File: src/rtl/perf_pkg.sv
// perf_pkg: shared encodings for the performance counter block.
// FSM states, command opcodes, read selects and the read response bundle.
package perf_pkg;

  localparam logic [1:0] ST_IDLE  = 2'd0;
  localparam logic [1:0] ST_RUN   = 2'd1;
  localparam logic [1:0] ST_CLEAR = 2'd2;

  localparam logic [1:0] OP_NOP   = 2'd0;
  localparam logic [1:0] OP_START = 2'd1;
  localparam logic [1:0] OP_STOP  = 2'd2;
  localparam logic [1:0] OP_CLEAR = 2'd3;

  localparam logic [1:0] SEL_CYC_LO  = 2'd0;
  localparam logic [1:0] SEL_CYC_HI  = 2'd1;
  localparam logic [1:0] SEL_INST_LO = 2'd2;
  localparam logic [1:0] SEL_INST_HI = 2'd3;

  typedef struct packed {
    logic        valid;
    logic [31:0] data;
  } rd_rsp_t;

endpackage

File: src/rtl/perf_counter64.sv
// perf_counter64: wrapping up-counter with sync clear (clear beats inc).
// Ports: clk, rst_n, inc, clr in; count value and wrap (inc at max) out.
module perf_counter64 #(
  parameter int CNT_W = 64
) (
  input  logic             clk,
  input  logic             rst_n,
  input  logic             inc,
  input  logic             clr,
  output logic [CNT_W-1:0] count,
  output logic             wrap
);

  logic [CNT_W-1:0] cnt_q;

  always_ff @(posedge clk or negedge rst_n) begin
    if (!rst_n) begin
      cnt_q <= '0;
    end else if (clr) begin
      cnt_q <= '0;
    end else if (inc) begin
      cnt_q <= cnt_q + CNT_W'(1);
    end
  end

  assign count = cnt_q;
  assign wrap  = inc & ~clr & (&cnt_q);

endmodule

File: src/rtl/perf_counter_ctrl.sv
// perf_counter_ctrl: cycle/instret counters with START/STOP/CLEAR FSM.
// Ports: clk, rst_n; cmd_valid/cmd_op/cmd_ready command channel;
// inst_valid retire strobe; rd_valid/rd_sel read request;
// rd_resp_valid/rd_data response (1-cycle latency); running; ovf_irq.
// Macro PERF_OVERFLOW_IRQ_EN enables sticky overflow flags and ovf_irq.
module perf_counter_ctrl
  import perf_pkg::*;
#(
  parameter int CNT_W = 64
) (
  input  logic        clk,
  input  logic        rst_n,
  input  logic        cmd_valid,
  input  logic [1:0]  cmd_op,
  output logic        cmd_ready,
  input  logic        inst_valid,
  input  logic        rd_valid,
  input  logic [1:0]  rd_sel,
  output logic        rd_resp_valid,
  output logic [31:0] rd_data,
  output logic        running,
  output logic        ovf_irq
);

  logic [1:0] state_q;
  logic [1:0] state_d;
  logic       acc;
  logic       clr;
  logic       run;

  logic [CNT_W-1:0] cyc_cnt;
  logic [CNT_W-1:0] inst_cnt;
  logic             cyc_wrap;
  logic             inst_wrap;

  logic [31:0] cyc_hi;
  logic [31:0] inst_hi;
  logic [31:0] sh_cyc_q;
  logic [31:0] sh_inst_q;
  logic [31:0] rd_word;
  rd_rsp_t     rsp_q;

  assign cmd_ready = (state_q != ST_CLEAR);
  assign acc       = cmd_valid & cmd_ready;
  assign clr       = acc & (cmd_op == OP_CLEAR);
  assign run       = (state_q == ST_RUN);
  assign running   = run;

  always_comb begin
    state_d = state_q;
    if (clr) begin
      state_d = ST_CLEAR;
    end else begin
      case (state_q)
        ST_IDLE: begin
          if (acc && cmd_op == OP_START)
            state_d = ST_RUN;
        end
        ST_RUN: begin
          if (acc && cmd_op == OP_STOP)
            state_d = ST_IDLE;
        end
        ST_CLEAR: state_d = ST_IDLE;
        default:  state_d = ST_IDLE;
      endcase
    end
  end

  always_ff @(posedge clk or negedge rst_n) begin
    if (!rst_n) begin
      state_q <= ST_IDLE;
    end else begin
      state_q <= state_d;
    end
  end

  perf_counter64 #(.CNT_W(CNT_W)) u_cyc (
    .clk   (clk),
    .rst_n (rst_n),
    .inc   (run),
    .clr   (clr),
    .count (cyc_cnt),
    .wrap  (cyc_wrap)
  );

  perf_counter64 #(.CNT_W(CNT_W)) u_inst (
    .clk   (clk),
    .rst_n (rst_n),
    .inc   (run & inst_valid),
    .clr   (clr),
    .count (inst_cnt),
    .wrap  (inst_wrap)
  );

  // Upper counter bits, zero-extended to a 32-bit word.
  always_comb begin
    cyc_hi  = '0;
    inst_hi = '0;
    cyc_hi[CNT_W-33:0]  = cyc_cnt[CNT_W-1:32];
    inst_hi[CNT_W-33:0] = inst_cnt[CNT_W-1:32];
  end

  always_comb begin
    rd_word = '0;
    unique case (rd_sel)
      SEL_CYC_LO:  rd_word = cyc_cnt[31:0];
      SEL_CYC_HI:  rd_word = sh_cyc_q;
      SEL_INST_LO: rd_word = inst_cnt[31:0];
      SEL_INST_HI: rd_word = sh_inst_q;
      default:     rd_word = '0;
    endcase
  end

  // Reads sample pre-edge values, so a same-edge clear still
  // returns the old count while the shadows are zeroed.
  always_ff @(posedge clk or negedge rst_n) begin
    if (!rst_n) begin
      rsp_q     <= '0;
      sh_cyc_q  <= '0;
      sh_inst_q <= '0;
    end else begin
      rsp_q.valid <= rd_valid;
      if (rd_valid)
        rsp_q.data <= rd_word;
      if (clr) begin
        sh_cyc_q  <= '0;
        sh_inst_q <= '0;
      end else if (rd_valid) begin
        if (rd_sel == SEL_CYC_LO)
          sh_cyc_q <= cyc_hi;
        if (rd_sel == SEL_INST_LO)
          sh_inst_q <= inst_hi;
      end
    end
  end

  assign rd_resp_valid = rsp_q.valid;
  assign rd_data       = rsp_q.data;

`ifdef PERF_OVERFLOW_IRQ_EN
  logic [1:0] ovf_q;
  logic [1:0] ovf_d;
  logic       irq_q;

  assign ovf_d = clr ? 2'b00 : (ovf_q | {inst_wrap, cyc_wrap});

  always_ff @(posedge clk or negedge rst_n) begin
    if (!rst_n) begin
      ovf_q <= '0;
      irq_q <= 1'b0;
    end else begin
      ovf_q <= ovf_d;
      irq_q <= |ovf_d;
    end
  end

  assign ovf_irq = irq_q;
`else
  logic unused_wrap;
  assign unused_wrap = cyc_wrap ^ inst_wrap;
  assign ovf_irq     = 1'b0;
`endif

endmodule
File: config.mk
export PLATFORM = sky130hd
export DESIGN_NAME = perf_counter_ctrl
export DESIGN_NICKNAME = d
export VERILOG_FILES = /design/src/rtl/perf_pkg.sv /design/src/rtl/perf_counter64.sv /design/src/rtl/perf_counter_ctrl.sv
export SDC_FILE = /design/constraint.sdc
export NUM_CORES = 1
export LEC_CHECK = 0
export CORE_UTILIZATION = 60
export DETAILED_ROUTE_END_ITERATION = 10
export PLACE_DENSITY = 0.79
export SYNTH_ARGS = -nofsm -noshare
export SYNTH_HDL_FRONTEND = slang
export SYNTH_HIERARCHICAL = 1
export SYNTH_SLANG_ARGS = --single-unit
File: constraint.sdc
create_clock -name clk -period 4.9 [get_ports clk]
set_clock_uncertainty 0.1 [all_clocks]
set_input_delay 0.98 -clock clk [delete_from_list [all_inputs] [get_ports clk]]
set_output_delay 0.98 -clock clk [all_outputs]
set_load 0.05 [all_outputs]
==> results.cfg, run 1 <==
[global_routing]
overflow = 0
antenna_found_initial = 0
grt_pass1_vias = 8792
grt.total_usage_pct = 28.8
grt_max_degree = 118
grt_pass1_wl_mm = 45.6

[run_status]
status = finished, final reports clean

[pwr]
ir_worst_vdd_v = 0.000369
power.internal_w = 0.00320
pwr-share-seq_pct = 47.2
p_switching_w = 0.000976
pwr-share-comb_pct = 6.4
clkPwrFrac_pct = 46.4
powerDensity_nw_per_um2 = 324
p_sw_share_pct = 23.4
leakage_nw = 5.47

[die]
rows = 50
dieArea_sq_um = 19900
ios = 45
fp.dieW_microns = 141
die_h_microns = 141
initial_utilization_pct = 61.5
coreArea_sq_um = 18800

[layout]
drive_gt1_share_pct = 8.48
n_fill_cell = 1442
area_growth_pct = 11.3
instances_no_fill = 1475
utilization_pct = 68.5
multiInputGateArea_sq_um = 5460
nNetsFinal = 1210
seqCellArea_sq_um = 5680
n_antenna_cell = 0
stdcell_area_sq_um = 12900

[worst_setup_path]
path_max_fanout = 9
reg2regPathDepth = 7
worst_path_max_delay_cell = clkdlybuf4s50_1
worstSetupPathType = register to output pin
worstPathRequired_ns = 3.82
critPathLaunchType = register
r2r_slack_ns = 1.49
max_stage_delay_ns = 0.95
path_cells = nor2b_1 > clkdlybuf4s50_1
critPathArrivalTime_ns = 2.46
end_kind = output pin

[clocking]
clk_path_buf_depth = 3
clock_sinks = 227
cts_buffers = 24
cts.clk_slew.worst_paths_ns = 0.06
post_cts_buffers = 0
cts_tree = yes
htreeDepth = 1
postCtsHoldBufs = 0
clk_latency_ns = 0.52
postCtsResizedCells = 0
clockRootBuffer = clkbuf_16

[timing]
setup_violations = 0
fmax_mhz = 282
fin_tns_setup_ns = 0
setup_ws_ns = 1.36
fin_crit_ns = 3.54
rsz0062_at_grt = no
final.period_utilization_pct = 72.3
relSlewSlack_pct = 22.8
slew_violations = 0
hold_viol = 0
tightest_slew_ns = 1.16

[detailed_routing]
drt_iter0_markers = 895
drt_first_pass_iters = 8
post_drt_via_cell_ratio = 6.23
routed_wirelength_mm = 27.7
drtAntennaViolNets = 0
wl_per_cell_microns = 18.7
num_vias = 9194
route.detailed.drc = 0

[placed_design]
dpl_cell_area_sq_um = 12100
post-place-cells = 1433
routabilityCongestion = 0.883
pre_cts_ws_ns = 1.17
io_buffer_count = 43
place.detailed.hpwl_mm = 18.3

[synthesis]
postSynthCellCount = 1182
ys_warn_count = 6
postSynthNetCount = 1193
syn_avg_cell_area_sq_um = 9.80
syn_area_sq_um = 11600

[run]
cap_violations = 0

[hold_path]
hp-class = register to register
hold_depth = 1
metal layers:
| metal | track usage [%] | vias up | routed length, microns |
|---|---|---|---|
| met2 | 45.7 | 304 | 12800 |
| met3 | 4.14 | 48 | 1680 |
| met4 | 7.78 | 0 | 565 |
| met5 | 0 | - | 0 |
| met1 | 41.7 | 4573 | 12600 |
| li1 | - | 4269 | - |
path summary, 6_finish.rpt:
path,to,from
setup / recovery,running,state_q[1]
hold / removal,state_q[0],state_q[1]
setup reg to reg,u_inst/count[57],state_q[1]
hold reg to reg,state_q[0],state_q[1]
max in group asynchronous,u_cyc/count[62],rst_n
min in group asynchronous,sh_inst_q[30],rst_n
area by class of cell:
class / count / share of cell area (%)
Tap cell: 260 / 2.52
Inverter: 12 / 0.349
Clock buffer: 33 / 5.39
Clock inverter: 9 / 1.16
Sequential cell: 227 / 44.0
Timing Repair Buffer: 56 / 4.21
Multi-Input combinational cell: 878 / 42.3
stage by stage:
| step | total power, W | hold slack [ns] |
|---|---|---|
| global route | 0.00432 | 0.385 |
| floorplan | 0.00216 | 0.328 |
| finish | 0.00417 | 0.368 |
| detailed placement | 0.00227 | 0.357 |
| CTS | 0.00421 | 0.365 |
| global placement | 0.00226 | 0.346 |
cell usage in the layout (no fill, tap or decap), types with 8 or more instances in the layout:
master and n:
nor2_1 84, dfrtp_1 227, inv_1 12, nand2b_1 36
mux2i_1 66, or4_1 8, or3_1 50, buf_4 13
nand4_1 40, xnor2_1 30, o31ai_1 8, o21ai_0 46
clkdlybuf4s50_1 41, nor4_1 14, clkbuf_16 25, xor2_1 38
and3_1 10, and4_1 11, nand2_1 175, nand3_1 36
nor3_1 10, o221ai_1 32, a21oi_1 123
worst max-delay path: cells and delay by family, from the launching register on:
kind                   cells  cell delay, ns
buffers and inverters      1            0.95
flip-flops                 1            0.40
AND/OR/NAND/NOR            1            0.60
sequential cells by signal (all words and copies together), names as in the netlist:
signal	count
sh_inst_q	32
rd_data	32
sh_cyc_q	32
u_inst/count	64
state_q	2
rd_resp_valid	1
u_cyc/count	64
power groups by stage:
stage / logic (W) / registers, W / clock network [W]
finish: 0.000268 / 0.00197 / 0.00194
global route: 0.000297 / 0.00197 / 0.00205
CTS: 0.000270 / 0.00197 / 0.00197
detailed placement: 0.000269 / 0.00200 / 0
global placement: 0.000262 / 0.00200 / 0
floorplan: 0.000149 / 0.00201 / 0
Power figures use the tool's default switching activity.
==> run 2, diff against run 1 <==
Clock period 4.9 ns to 3.4 ns, I/O delays scaled along.
==> run 2 against run 1 <==
Worst setup slack lost 0.99 ns. Global-route usage hardly changed. Highest routed layer unchanged. Final cell count rose by 0.88%. Utilization is 0.77 points higher. Die area did not move.
==> results.cfg, run 2 (synthesis results as in run 1) <==
[run_status]
status = finished, final reports clean

[pwr]
ir_worst_vdd_v = 0.000387
clkPwrFrac_pct = 46.9
powerDensity_nw_per_um2 = 467
p_sw_share_pct = 23.5
pwr-share-seq_pct = 46.6
leakage_nw = 5.56
power.internal_w = 0.00466
pwr-share-comb_pct = 6.5
p_switching_w = 0.00143

[global_routing]
grt.total_usage_pct = 28.8
grt_pass1_wl_mm = 45.7
overflow = 0
antenna_found_initial = 0
grt_pass1_vias = 8759
grt_max_degree = 83

[layout]
final_common_cell = dfrtp_1
stdcell_area_sq_um = 13000
area_growth_pct = 12.6
n_antenna_cell = 0
n_fill_cell = 1446
drive_gt1_share_pct = 9.28
final_cell_mix = 227 x dfrtp_1, 175 x nand2_1, 123 x a21oi_1, 84 x nor2_1, 66 x mux2i_1
nNetsFinal = 1220

[detailed_routing]
drtAntennaViolNets = 0
num_vias = 9314
drt_iter0_markers = 883
route.detailed.drc = 0
routed_wirelength_mm = 27.8
post_drt_via_cell_ratio = 6.26
drt_first_pass_iters = 5
wl_per_cell_microns = 18.7

[placed_design]
io_buffer_count = 43
pre_cts_ws_ns = 0.202
place.detailed.hpwl_mm = 18.6
dpl_cell_area_sq_um = 12200
routabilityCongestion = 0.899

[clocking]
clockRootBuffer = clkbuf_16
postCtsResizedCells = 0
cts_buffers = 25
cts.clk_slew.worst_paths_ns = 0.06
postCtsHoldBufs = 0
clk_latency_ns = 0.52
post_cts_buffers = 0
clock_sinks = 227
clk_path_buf_depth = 3
cts_tree = yes
htreeDepth = 1

[timing]
setup_ws_ns = 0.372
slew_violations = 0
setup_violations = 0
hold_viol = 0
fin_tns_setup_ns = 0
relSlewSlack_pct = 38.3
fin_crit_ns = 3.03
fmax_mhz = 330
tightest_slew_ns = 0.917
rsz0062_at_grt = no
final.period_utilization_pct = 89.1

[die]
dieArea_sq_um = 19900
rows = 50
ios = 45
coreArea_sq_um = 18800
fp.dieW_microns = 141
die_h_microns = 141
initial_utilization_pct = 61.5

[worst_setup_path]
path_max_fanout = 7
critPathArrivalTime_ns = 2.25
cp_top_family = buffers and inverters
worst_path_max_delay_cell = clkdlybuf4s50_1
max_stage_delay_ns = 0.82
worst-path-buf-inv = 2
path_cells = nor2b_1 > buf_4 > clkdlybuf4s50_1
worstPathRequired_ns = 2.62
end_kind = output pin
critPathLaunchType = register
worstSetupPathType = register to output pin

[hold_path]
hp-class = input pin to async pin

[run]
cap_violations = 0
run 2: cell types whose count changed in the layout (fill, tap and decap cells not counted), sizes merged:
| cell | change |
|---|---|
| buf | +9 |
| clkinvlp | -1 |
| inv | +1 |
| clkinv | +1 |
| clkbuf | +3 |
run 2: path summary, 6_finish.rpt:
path                                 start          endpoint  slack [ns]  cells after the start
max in group asynchronous            rst_n  u_inst/count[15]        2.31                      2
worst min register to register  state_q[1]        state_q[0]        0.37                      1
worst min-delay path                 rst_n  u_inst/count[62]        0.04                      1
worst max register to register  state_q[1]  u_inst/count[57]        0.58                      7
worst max-delay path            state_q[1]           running        0.37                      3
min in group clk                state_q[1]        state_q[0]        0.37                      1
run 2: area by class of cell:
| type | count | area (sq um) | area share [%] |
|---|---|---|---|
| clock inverters | 10 | 156 | 1.20 |
| flip-flops and latches | 227 | 5680 | 43.6 |
| multi-input cells | 878 | 5460 | 41.8 |
| repair buffers | 65 | 661 | 5.07 |
| inverters | 12 | 45.0 | 0.345 |
| clock buffers | 36 | 717 | 5.50 |
| well taps | 260 | 325 | 2.49 |
run 2: metrics by stage:
| stage | utilization, % | hold slack, ns | total power [W] | std cells |
|---|---|---|---|---|
| after floorplan | - | 0.284 | 0.00312 | 1182 |
| after global placement | 64.6 | 0.347 | 0.00327 | 1442 |
| after detailed placement | 64.6 | 0.359 | 0.00328 | 1442 |
| after CTS | 69.3 | 0.0781 | 0.00613 | 1488 |
| after global routing | 69.3 | 0.0906 | 0.00631 | 1488 |
| final | 69.3 | 0.0399 | 0.00609 | 1488 |
run 2: metal layers:
layer / wire (microns) / vias to the layer above / GRT usage [%]
met5: 0 / - / 0
met4: 786 / 0 / 9.67
met3: 1780 / 57 / 3.97
met2: 12900 / 335 / 43.8
met1: 12400 / 4635 / 42.6
li1: - / 4287 / -
run 2: power by group through the flow:
stage / clock network (W) / registers, W / logic (W)
3_3_place_gp: 0 / 0.00288 / 0.000393
6_report: 0.00286 / 0.00284 / 0.000397
2_1_floorplan: 0 / 0.00290 / 0.000215
5_1_grt: 0.00302 / 0.00285 / 0.000443
4_1_cts: 0.00289 / 0.00284 / 0.000400
3_5_place_dp: 0 / 0.00288 / 0.000400
